<file path="config.mk">
export PLATFORM = sky130hd
export DESIGN_NAME = vga_fetch
export DESIGN_NICKNAME = d
export VERILOG_FILES = /design/src/rtl/vga_fetch.sv
export SDC_FILE = /design/constraint.sdc
export NUM_CORES = 1
export LEC_CHECK = 0
export ABC_AREA = 1
export CAP_MARGIN = 25
export CORE_MARGIN = 2
export CORE_UTILIZATION = 35
export CTS_CLUSTER_DIAMETER = 50
export DETAILED_ROUTE_END_ITERATION = 16
export DONT_BUFFER_PORTS = 1
export PLACE_DENSITY = 0.51
export SETUP_SLACK_MARGIN = 0.15
export SYNTH_ARGS = -nofsm -noshare
export SYNTH_HDL_FRONTEND = slang
export SYNTH_SLANG_ARGS = --single-unit
</file>
<file path="constraint.sdc">
create_clock -name clk -period 3.06 [get_ports clk]
set_input_delay 0.612 -clock clk [delete_from_list [all_inputs] [get_ports clk]]
set_output_delay 0.612 -clock clk [all_outputs]
set_load 0.1 [all_outputs]
</file>
<file path="src/rtl/vga_fetch.sv">
// vga_fetch: 640x480@60 timing generator and framebuffer reader (160x120, 4x4 replicated), VGA_TESTPATTERN_EN selects bars.
// Latency: 2 pixel ticks from counters to hsync/vsync/colour; free-running, no backpressure.
module vga_fetch #(
  parameter int          CLK_DIV   = 2,
  parameter logic [14:0] BASE_ADDR = 15'd0,
  parameter int          FB_WIDTH  = 160
) (
  input  logic        clk,
  input  logic        rst_n,
  output logic [14:0] VGAAddress,
  input  logic [15:0] VGADataIn,
  output logic        hsync,
  output logic        vsync,
  output logic [2:0]  red,
  output logic [2:0]  green,
  output logic [1:0]  blue,
  output logic        vblank,
  output logic        frameTick
);

  logic [1:0]  divCnt;
  logic [9:0]  hc, vc, hcNext, vcNext;
  logic [14:0] rowBase;
  logic        tick, hcWrap, vcWrap;
  logic        hsyncRaw, vsyncRaw, active;
  logic [7:0]  pixSrc, pixRaw;
  logic        unusedData;

  assign tick   = (divCnt == 2'(CLK_DIV - 1));
  assign hcWrap = (hc == 10'd799);
  assign vcWrap = (vc == 10'd524);

  always_comb begin
    hcNext = hcWrap ? 10'd0 : hc + 10'd1;
    vcNext = vc;
    if (hcWrap) vcNext = vcWrap ? 10'd0 : vc + 10'd1;
  end

  // Each stored pixel covers 4 screen columns; address parks on the row base during blanking.
  assign VGAAddress = rowBase + ((hc < 10'd640) ? {7'd0, hc[9:2]} : 15'd0);

`ifdef VGA_TESTPATTERN_EN
  assign pixSrc     = {hc[9:7], vc[8:6], hc[6:5]};
  assign unusedData = ^VGADataIn;
`else
  assign pixSrc     = VGADataIn[7:0];
  assign unusedData = ^VGADataIn[15:8];
`endif

  always_ff @(posedge clk) begin
    if (!rst_n) begin
      divCnt    <= 2'd0;
      hc        <= 10'd0;
      vc        <= 10'd0;
      rowBase   <= BASE_ADDR;
      hsyncRaw  <= 1'b1;
      vsyncRaw  <= 1'b1;
      active    <= 1'b0;
      pixRaw    <= 8'd0;
      hsync     <= 1'b1;
      vsync     <= 1'b1;
      {red, green, blue} <= 8'd0;
      vblank    <= 1'b0;
      frameTick <= 1'b0;
    end else begin
      divCnt    <= tick ? 2'd0 : divCnt + 2'd1;
      frameTick <= tick & hcWrap & (vc == 10'd479);
      if (tick) begin
        hc     <= hcNext;
        vc     <= vcNext;
        vblank <= (vcNext >= 10'd480);
        // Row base steps after the 4th replicated line of each stored row.
        if (hcWrap) begin
          if (vcWrap)
            rowBase <= BASE_ADDR;
          else if (vc[1:0] == 2'd3 && vc < 10'd479)
            rowBase <= rowBase + 15'(FB_WIDTH);
        end
        hsyncRaw <= !(hc >= 10'd656 && hc <= 10'd751);
        vsyncRaw <= !(vc >= 10'd490 && vc <= 10'd491);
        active   <= (hc < 10'd640) && (vc < 10'd480);
        pixRaw   <= pixSrc;
        hsync    <= hsyncRaw;
        vsync    <= vsyncRaw;
        {red, green, blue} <= active ? pixRaw : 8'd0;
      end
    end
  end

endmodule
</file>
==> results.tsv, run 1 <==
metric	value	unit
Async SR Flop Fraction	0	%
vias in the first global route	2484	
drc violations	0	
CTS buffer count	5	
syn avg cell area	6.86	sq um
CTS clk-pin slew, worst paths	0.11	ns
CTS Root Cell	clkbuf_8	
Sink Count	55	
cts hold-fix bufs	0	
max frequency	361	MHz
total gr overflow	0	
Final Util	42.3	%
Ports	45	
worst reg-to-reg setup slack	1.12	ns
area delta synth->final	17.7	%
Max clock buf depth	2	
worst-path maximum fanout	7	
clock skew	0.0116	ns
first-pass GRT wire length	11700	um
final setup vio count	0	
startpoint types	flip-flop	
setup ws final	0.288	ns
YS warnings	0	
area of the mapped netlist	2940	sq um
area leader, netlist	dfxtp_1	
per-cell routed wire length	12.4	um
initial antenna violation count	0	
GPL Wtd Cong	0.842	
vias per cell	4.79	
CP bufs+invs	3	
routed via count	2642	
CTS tree	done	
final period utilization	90.6	%
HPWL after detailed placement	5120	um
RSZ-0062 raised after global routing	false	
die height	95.6	um
total power divided by cell area	378	nW/um^2
count leader, synth	nand2_1	
Placeable Area	8180	sq um
Inst Count DP	542	
top_reg_cell synth	dfxtp_1	
width of the die	95.6	um
Hold Fails Final Rpt	0	
Setup CP Type	reg2out	
Area contributors post-synth	dfxtp_1 (37%), nand2_1 (14%), inv_1 (6.4%)	
number of synthesized flops with an enable pin	0	
Post-synth top cells	nand2_1 (111), dfxtp_1 (55), inv_1 (50), nor2_1 (48), nand3_1 (22)	
Largest stage delay, worst path	0.40	ns
Peak VDD IR	0.166	mV
Starting Density	35.9	%
Total Power	1.31	mW
fraction of layout cells with a size suffix above 1	15.7	%
synthesized flop and latch total	55	
post-synth top area share	37.5	%
port bufs	0	
initial DRC count	148	
post-synthesis cell type count	35	
# Max-Cap Violations	0	
n_diodes	0	
largest net degree at the start of global routing	19	
worst-margin pin slew	0.986	ns
Filler cells	853	
fin crit period	2.77	ns
Final ANT Viol Nets	0	
Slowest cell on crit path	dfxtp_2	
critical path, cell by cell	inv_1 -> nor3_1 -> ha_2 -> a21oi_4 -> nor2_2 -> buf_4 -> nand2_1 -> xnor2_2 -> buf_12	
pre-CTS setup slack	0.372	ns
Skew-Pair Late Insertion Delay	0.32	ns
outcome	finished clean	
Routed WL	6870	um
cell count after synthesis	428	
Final nets	476	
delay-heaviest family, CP	buffers and inverters	
GR Util All Layers	16.5	%
worst path required time	2.45	ns
full die area	9140	sq um
Setup TNS	0	ns
sequential-to-total area share from yosys stat	37.5	%
Final Max Tran Viols	0	
Non-Filler Instances	552	
Rel. slew slack	34.2	%
row count	33	
cell leakage power	1.47	nW
crit end category	output port	
Pre-antenna DRT Iters	4	
# H-tree levels	2	
Arrival @ worst endpoint	2.16	ns
min-delay worst type	in2reg	
-- flip-flops by register name (all words and copies together), names as in the netlist --
| signal | count |
|---|---|
| hc | 10 |
| hsyncRaw | 1 |
| divCnt | 2 |
| frameTick | 1 |
| hsync | 1 |
| pixRaw | 8 |
| green | 3 |
| vsync | 1 |
| vblank | 1 |
| blue | 2 |
| vsyncRaw | 1 |
| active | 1 |
| rowBase | 10 |
| vc | 10 |
| red | 3 |
-- layout make-up --
class / count / area, sq um / area share [%]
clock buffers: 6 / 82.6 / 2.39
clock inverters: 2 / 20.0 / 0.579
inverters: 62 / 233 / 6.73
multi-input cells: 305 / 1710 / 49.5
flip-flops and latches: 55 / 1110 / 32.0
well taps: 105 / 131 / 3.80
repair buffers: 17 / 173 / 4.99
-- metal layers --
| layer | track usage (%) | wire length, um | vias to the layer above |
|---|---|---|---|
| met1 | 22.7 | 3480 | 1204 |
| met5 | 0 | 0 | - |
| li1 | - | - | 1396 |
| met4 | 4.64 | 72 | 0 |
| met2 | 26.6 | 3110 | 37 |
| met3 | 2.69 | 213 | 5 |
-- worst reg2reg max path: stages (launching register included) --
cell,delay (ns)
dfxtp_1,0.34
inv_1,0.13
ha_1,0.18
nand2_1,0.06
nor2_1,0.11
nand3_1,0.33
nand2_1,0.22
nand3_2,0.18
inv_2,0.16
nand2_1,0.06
a21oi_1,0.12
-- cell families (layout without fill, tap and decap cells) --
family          after synthesis  after routing  share of synthesized area [%]
simple gates                210            210                           31.0
buf+inv                      69             87                           8.86
compound gates               63             63                           12.1
flops                        55             55                           37.5
xor+xnor                     18             18                           5.37
fa+ha+maj                    12             12                           5.11
other cells                   1              2                          0.128
-- where the power goes --
part / switching (mW) / internal [mW] / leakage, nW
combinational: 0.0738 / 0.0269 / 0.972
sequential: 0.0173 / 0.736 / 0.447
clock: 0.260 / 0.191 / 0.0533
total: 0.351 / 0.954 / 1.47
-- through the flow --
| step | hold WS (ns) | area (sq um) |
|---|---|---|
| detailed placement | 0.420 | 3290 |
| floorplan | 0.399 | 3010 |
| global placement | 0.408 | 3290 |
| finish | 0.402 | 3460 |
| global route | 0.409 | 3460 |
| CTS | 0.394 | 3410 |
-- cells in the final DEF, fill, tap and decap left out, types with 12 or more instances in the layout --
cell type / n
nand2_1: 109
dfxtp_1: 52
inv_1: 50
nor2_1: 46
nand3_1: 22
a21oi_1: 20
o21ai_1: 19
buf_4: 13
nor3_1: 12
-- what timing repair did --
item	4_1_cts	5_1_grt
resized for setup	4	12
setup endpoints to repair	6	6
pin swaps	1	1
buffers inserted	1	1
-- final timing paths --
| kind | end | startpoint | cells past startpoint |
|---|---|---|---|
| max reg2reg | rowBase[10] | vc[0] | 10 |
| max | VGAAddress[13] | hc[9] | 9 |
| min | pixRaw[1] | VGADataIn[1] | 2 |
| min reg2reg | divCnt[0] | divCnt[0] | 1 |
Power figures use the tool's default switching activity.
==> inputs of run 2 (changes only) <==
--- a/config.mk
+++ b/config.mk
@@ -8,11 +8,11 @@
 export ABC_AREA = 1
 export CAP_MARGIN = 25
 export CORE_MARGIN = 2
-export CORE_UTILIZATION = 35
+export CORE_UTILIZATION = 65
 export CTS_CLUSTER_DIAMETER = 50
 export DETAILED_ROUTE_END_ITERATION = 16
 export DONT_BUFFER_PORTS = 1
-export PLACE_DENSITY = 0.51
+export PLACE_DENSITY = 0.83
 export SETUP_SLACK_MARGIN = 0.15
 export SYNTH_ARGS = -nofsm -noshare
 export SYNTH_HDL_FRONTEND = slang
==> results.tsv, run 2 (same netlist as run 1, synthesis figures left out) <==
metric	value	unit
Largest stage delay, worst path	0.41	ns
final period utilization	91.0	%
area delta synth->final	13.6	%
cts hold-fix bufs	0	
Ports	45	
Final Util	76.7	%
Arrival @ worst endpoint	2.17	ns
GPL Wtd Cong	0.932	
M3 GR Usage	5.63	%
final setup vio count	0	
Pre-antenna DRT Iters	5	
worst-margin pin slew	1.00	ns
worst-path maximum fanout	7	
fraction of layout cells with a size suffix above 1	14.8	%
# Max-Cap Violations	0	
CP bufs+invs	3	
n_diodes	0	
delay-heaviest family, CP	buffers and inverters	
Peak VDD IR	0.419	mV
per-cell routed wire length	13.6	um
sw frac	27.5	%
total power divided by cell area	383	nW/um^2
Setup CP Type	reg2out	
CTS buffer count	5	
Final ANT Viol Nets	0	
HPWL after detailed placement	4860	um
Max clock buf depth	2	
CTS Root Cell	clkbuf_8	
Routed WL	6770	um
CTS clk-pin slew, worst paths	0.11	ns
CTS tree	done	
outcome	finished clean	
critical path, cell by cell	inv_1 -> nor3_1 -> ha_1 -> a21oi_2 -> nor2_2 -> buf_4 -> nand2_1 -> xnor2_2 -> buf_6	
RSZ-0062 raised after global routing	false	
Sw Pwr	0.352	mW
GR Util All Layers	28.2	%
crit end category	output port	
drc violations	0	
worst path required time	2.45	ns
fin crit period	2.79	ns
first-pass GRT wire length	11600	um
Hold Fails Final Rpt	0	
Sink Count	55	
commonest cells after routing, fill and taps aside	nand2_1 (110), dfxtp_1 (52), inv_1 (49)	
# H-tree levels	2	
vias in the first global route	2701	
width of the die	71.2	um
vias per cell	5.74	
port bufs	0	
Slowest cell on crit path	dfxtp_2	
internal power	0.927	mW
min-delay worst type	in2reg	
grt peak-use layer	met2	
row count	24	
die height	71.2	um
Final Max Tran Viols	0	
initial DRC count	288	
Rel. slew slack	33.2	%
routed via count	2853	
Placeable Area	4350	sq um
full die area	5070	sq um
Setup TNS	0	ns
startpoint types	flip-flop	
Flop pwr share	59.0	%
Clk pwr share	33.6	%
Regs by FF count	hc: 10 flops, rowBase: 10 flops, vc: 10 flops	
Final nets	474	
total gr overflow	0	
largest net degree at the start of global routing	20	
max frequency	359	MHz
clock skew	0.0122	ns
commonest non-fill, non-tap cell in the layout	nand2_1	
initial antenna violation count	0	
Skew-Pair Late Insertion Delay	0.32	ns
Global Route met2 Usage	47.0	%
Starting Density	67.5	%
combinational share of power	7.4	%
met1 Track Usage GR	35.9	%
cell leakage power	1.45	nW
-- run 2: layer usage --
metal / vias up / wire length (um)
met1: 1291 / 2860
met4: 0 / 150
li1: 1392 / -
met3: 23 / 547
met5: - / 0
met2: 147 / 3210
-- run 2: final timing paths --
| check | depth (start not counted) | slack, ns | start | endpoint |
|---|---|---|---|---|
| setup / recovery | 9 | 0.27 | hc[9] | VGAAddress[13] |
| hold / removal | 2 | 0.40 | VGADataIn[5] | pixRaw[5] |
| setup reg to reg | 5 | 0.98 | divCnt[0] | vsyncRaw |
| hold reg to reg | 2 | 0.45 | hsyncRaw | hsync |
-- run 2: power by group through the flow --
stage | Sequential, mW | Combinational, mW | Clock, mW
global placement | 0.770 | 0.0895 | 0
finish | 0.754 | 0.0946 | 0.430
detailed placement | 0.771 | 0.0927 | 0
global route | 0.756 | 0.106 | 0.458
floorplan | 0.768 | 0.0731 | 0
CTS | 0.755 | 0.0933 | 0.430
-- run 2: stage by stage --
stage	cell area [sq um]	hold slack [ns]	power [mW]	std cells	worst slack, ns
floorplan	3010	0.399	0.841	429	0.0489
global placement	3200	0.407	0.859	487	0.384
detailed placement	3200	0.440	0.864	487	0.341
CTS	3320	0.406	1.28	496	0.147
global route	3340	0.402	1.32	497	0.0827
finish	3340	0.404	1.28	497	0.274
-- run 2: layout make-up --
type                            count  area [sq um]
Tap cell                           52          65.1
Sequential cell                    55          1110
Clock inverter                      3          25.0
Timing Repair Buffer               15           145
Multi-Input combinational cell    305          1690
Fill cell                         317          1020
Clock buffer                        5          68.8
Inverter                           62           233
-- run 2: what timing repair did --
action | 4_1_cts | 5_1_grt
buffers inserted | 1 | 1
gates resized for setup | 7 | 6
setup endpoints to repair | 6 | 6
pin swaps | 2 | 3
==> inputs of run 3 (changes only) <==
--- a/config.mk
+++ b/config.mk
@@ -13,7 +13,6 @@
 export DETAILED_ROUTE_END_ITERATION = 16
 export DONT_BUFFER_PORTS = 1
 export PLACE_DENSITY = 0.83
-export SETUP_SLACK_MARGIN = 0.15
 export SYNTH_ARGS = -nofsm -noshare
 export SYNTH_HDL_FRONTEND = slang
 export SYNTH_SLANG_ARGS = --single-unit
==> results.tsv, run 3 (same netlist as run 1, synthesis figures left out) <==
metric	value	unit
outcome	finished clean	
clock skew	0.00799	ns
WHS	0.413	ns
RSZ-0062 raised after global routing	false	
initial DRC count	120	
GPL Wtd Cong	0.936	
worst-margin pin slew	0.988	ns
fraction of layout cells with a size suffix above 1	13.8	%
most frequent CP cell	nand2_1	
post-CTS setup buffer count	0	
row count	24	
crit end category	output port	
CTS buffer count	5	
commonest cells after routing, fill and taps aside	nand2_1 (111), dfxtp_1 (53), inv_1 (50)	
Setup TNS	0	ns
Ports	45	
Non-Filler Instances	495	
initial antenna violation count	0	
CP bufs+invs	2	
CTS clk-pin slew, worst paths	0.10	ns
Placeable Area	4350	sq um
Total Power	1.31	mW
Peak VDD IR	0.378	mV
Arrival @ worst endpoint	2.25	ns
Hold Fails Final Rpt	0	
n_diodes	0	
vias in the first global route	2535	
Final ANT Viol Nets	0	
Final nets	473	
final setup vio count	0	
Rel. slew slack	34.1	%
min-delay worst type	in2reg	
startpoint types	flip-flop	
Sink Count	55	
Inst Count DP	488	
worst path required time	2.45	ns
Max clock buf depth	2	
first-pass GRT wire length	10700	um
total gr overflow	0	
port bufs	0	
commonest non-fill, non-tap cell in the layout	nand2_1	
CTS tree	done	
Filler cells	321	
Regs by FF count	hc: 10 flops, rowBase: 10 flops, vc: 10 flops	
drc violations	0	
CTS Root Cell	clkbuf_8	
Starting Density	67.5	%
Pre-antenna DRT Iters	4	
Slowest cell on crit path	dfxtp_2	
fin crit period	2.86	ns
cell leakage power	1.44	nW
total power divided by cell area	393	nW/um^2
Skew-Pair Late Insertion Delay	0.31	ns
per-cell routed wire length	12.6	um
final period utilization	93.6	%
# H-tree levels	2	
# Max-Cap Violations	0	
HPWL after detailed placement	4630	um
GR Util All Layers	26.1	%
Final Max Tran Viols	0	
worst-path maximum fanout	6	
max frequency	349	MHz
critical path, cell by cell	inv_1 -> nor2_1 -> ha_4 -> nand2_1 -> nand2_1 -> a21oi_4 -> nor2_4 -> nand2_1 -> o21ai_1 -> xor2_2 -> buf_12	
width of the die	71.2	um
die height	71.2	um
routed via count	2658	
area delta synth->final	13.6	%
delay-heaviest family, CP	simple AND/OR/NAND/NOR gates	
full die area	5070	sq um
Setup CP Type	reg2out	
cts hold-fix bufs	0	
Routed WL	6220	um
vias per cell	5.37	
largest net degree at the start of global routing	19	
Largest stage delay, worst path	0.40	ns
## run 3: cell count changes in the layout (fill, tap and decap cells not counted), sizes merged
cell    change
bufinv      +1
buf         -1
inv         -2
## run 3: worst paths after layout
kind                                   start             end  slack (ns)  cells past startpoint
worst min-delay path            VGADataIn[1]       pixRaw[1]        0.41                      2
worst max register to register     divCnt[1]        vsyncRaw        1.00                      6
worst max-delay path                   hc[8]  VGAAddress[10]        0.20                     11
worst min register to register     divCnt[0]       divCnt[0]        0.43                      1
## run 3: worst register-to-register path, stage by stage (launching register included)
cell and delay, ns:
dfxtp_1 0.32, inv_1 0.04, ha_1 0.35, nor2_1 0.65, inv_2 0.31, o21ai_0 0.24, inv_1 0.05
## run 3: repair_timing
item                                    4_1_cts  5_1_grt
endpoints found under the setup margin        2        5
resized for setup                             2        7
pin swaps                                     0        0
gates cloned                                  0        0
endpoints found under the hold margin         0        0
## run 3: report_power, final
| group | switching [mW] | internal, mW | leakage, nW |
|---|---|---|---|
| Sequential | 0.0177 | 0.737 | 0.446 |
| Clock | 0.229 | 0.239 | 0.0502 |
| Combinational | 0.0681 | 0.0227 | 0.946 |
| Total | 0.314 | 0.999 | 1.44 |
## run 3: per-layer routing
layer	part of all wire (%)	up-vias	wire [um]	track usage, %
met2	50	78	3130	45.5
met1	42	1186	2630	31.9
met4	0.93	0	58	9.22
met5	0	-	0	0
met3	6.5	6	401	5.49
li1	-	1388	-	-
## run 3: stage by stage
stage,util [%],setup slack [ns],cell area [sq um]
floorplan,-,0.0411,2990
global placement,73.3,0.359,3190
detailed placement,73.3,0.284,3190
CTS,75.9,0.0155,3300
global route,76.7,0.0129,3340
finish,76.7,0.196,3340
## run 3: cell type report
cell class / instances / area (sq um) / area share (%)
Clock buffer: 5 / 68.8 / 2.06
Clock inverter: 2 / 37.5 / 1.12
Inverter: 62 / 233 / 6.97
Multi-Input combinational cell: 305 / 1700 / 50.8
Sequential cell: 55 / 1100 / 33.1
Tap cell: 52 / 65.1 / 1.95
Timing Repair Buffer: 14 / 134 / 4.01
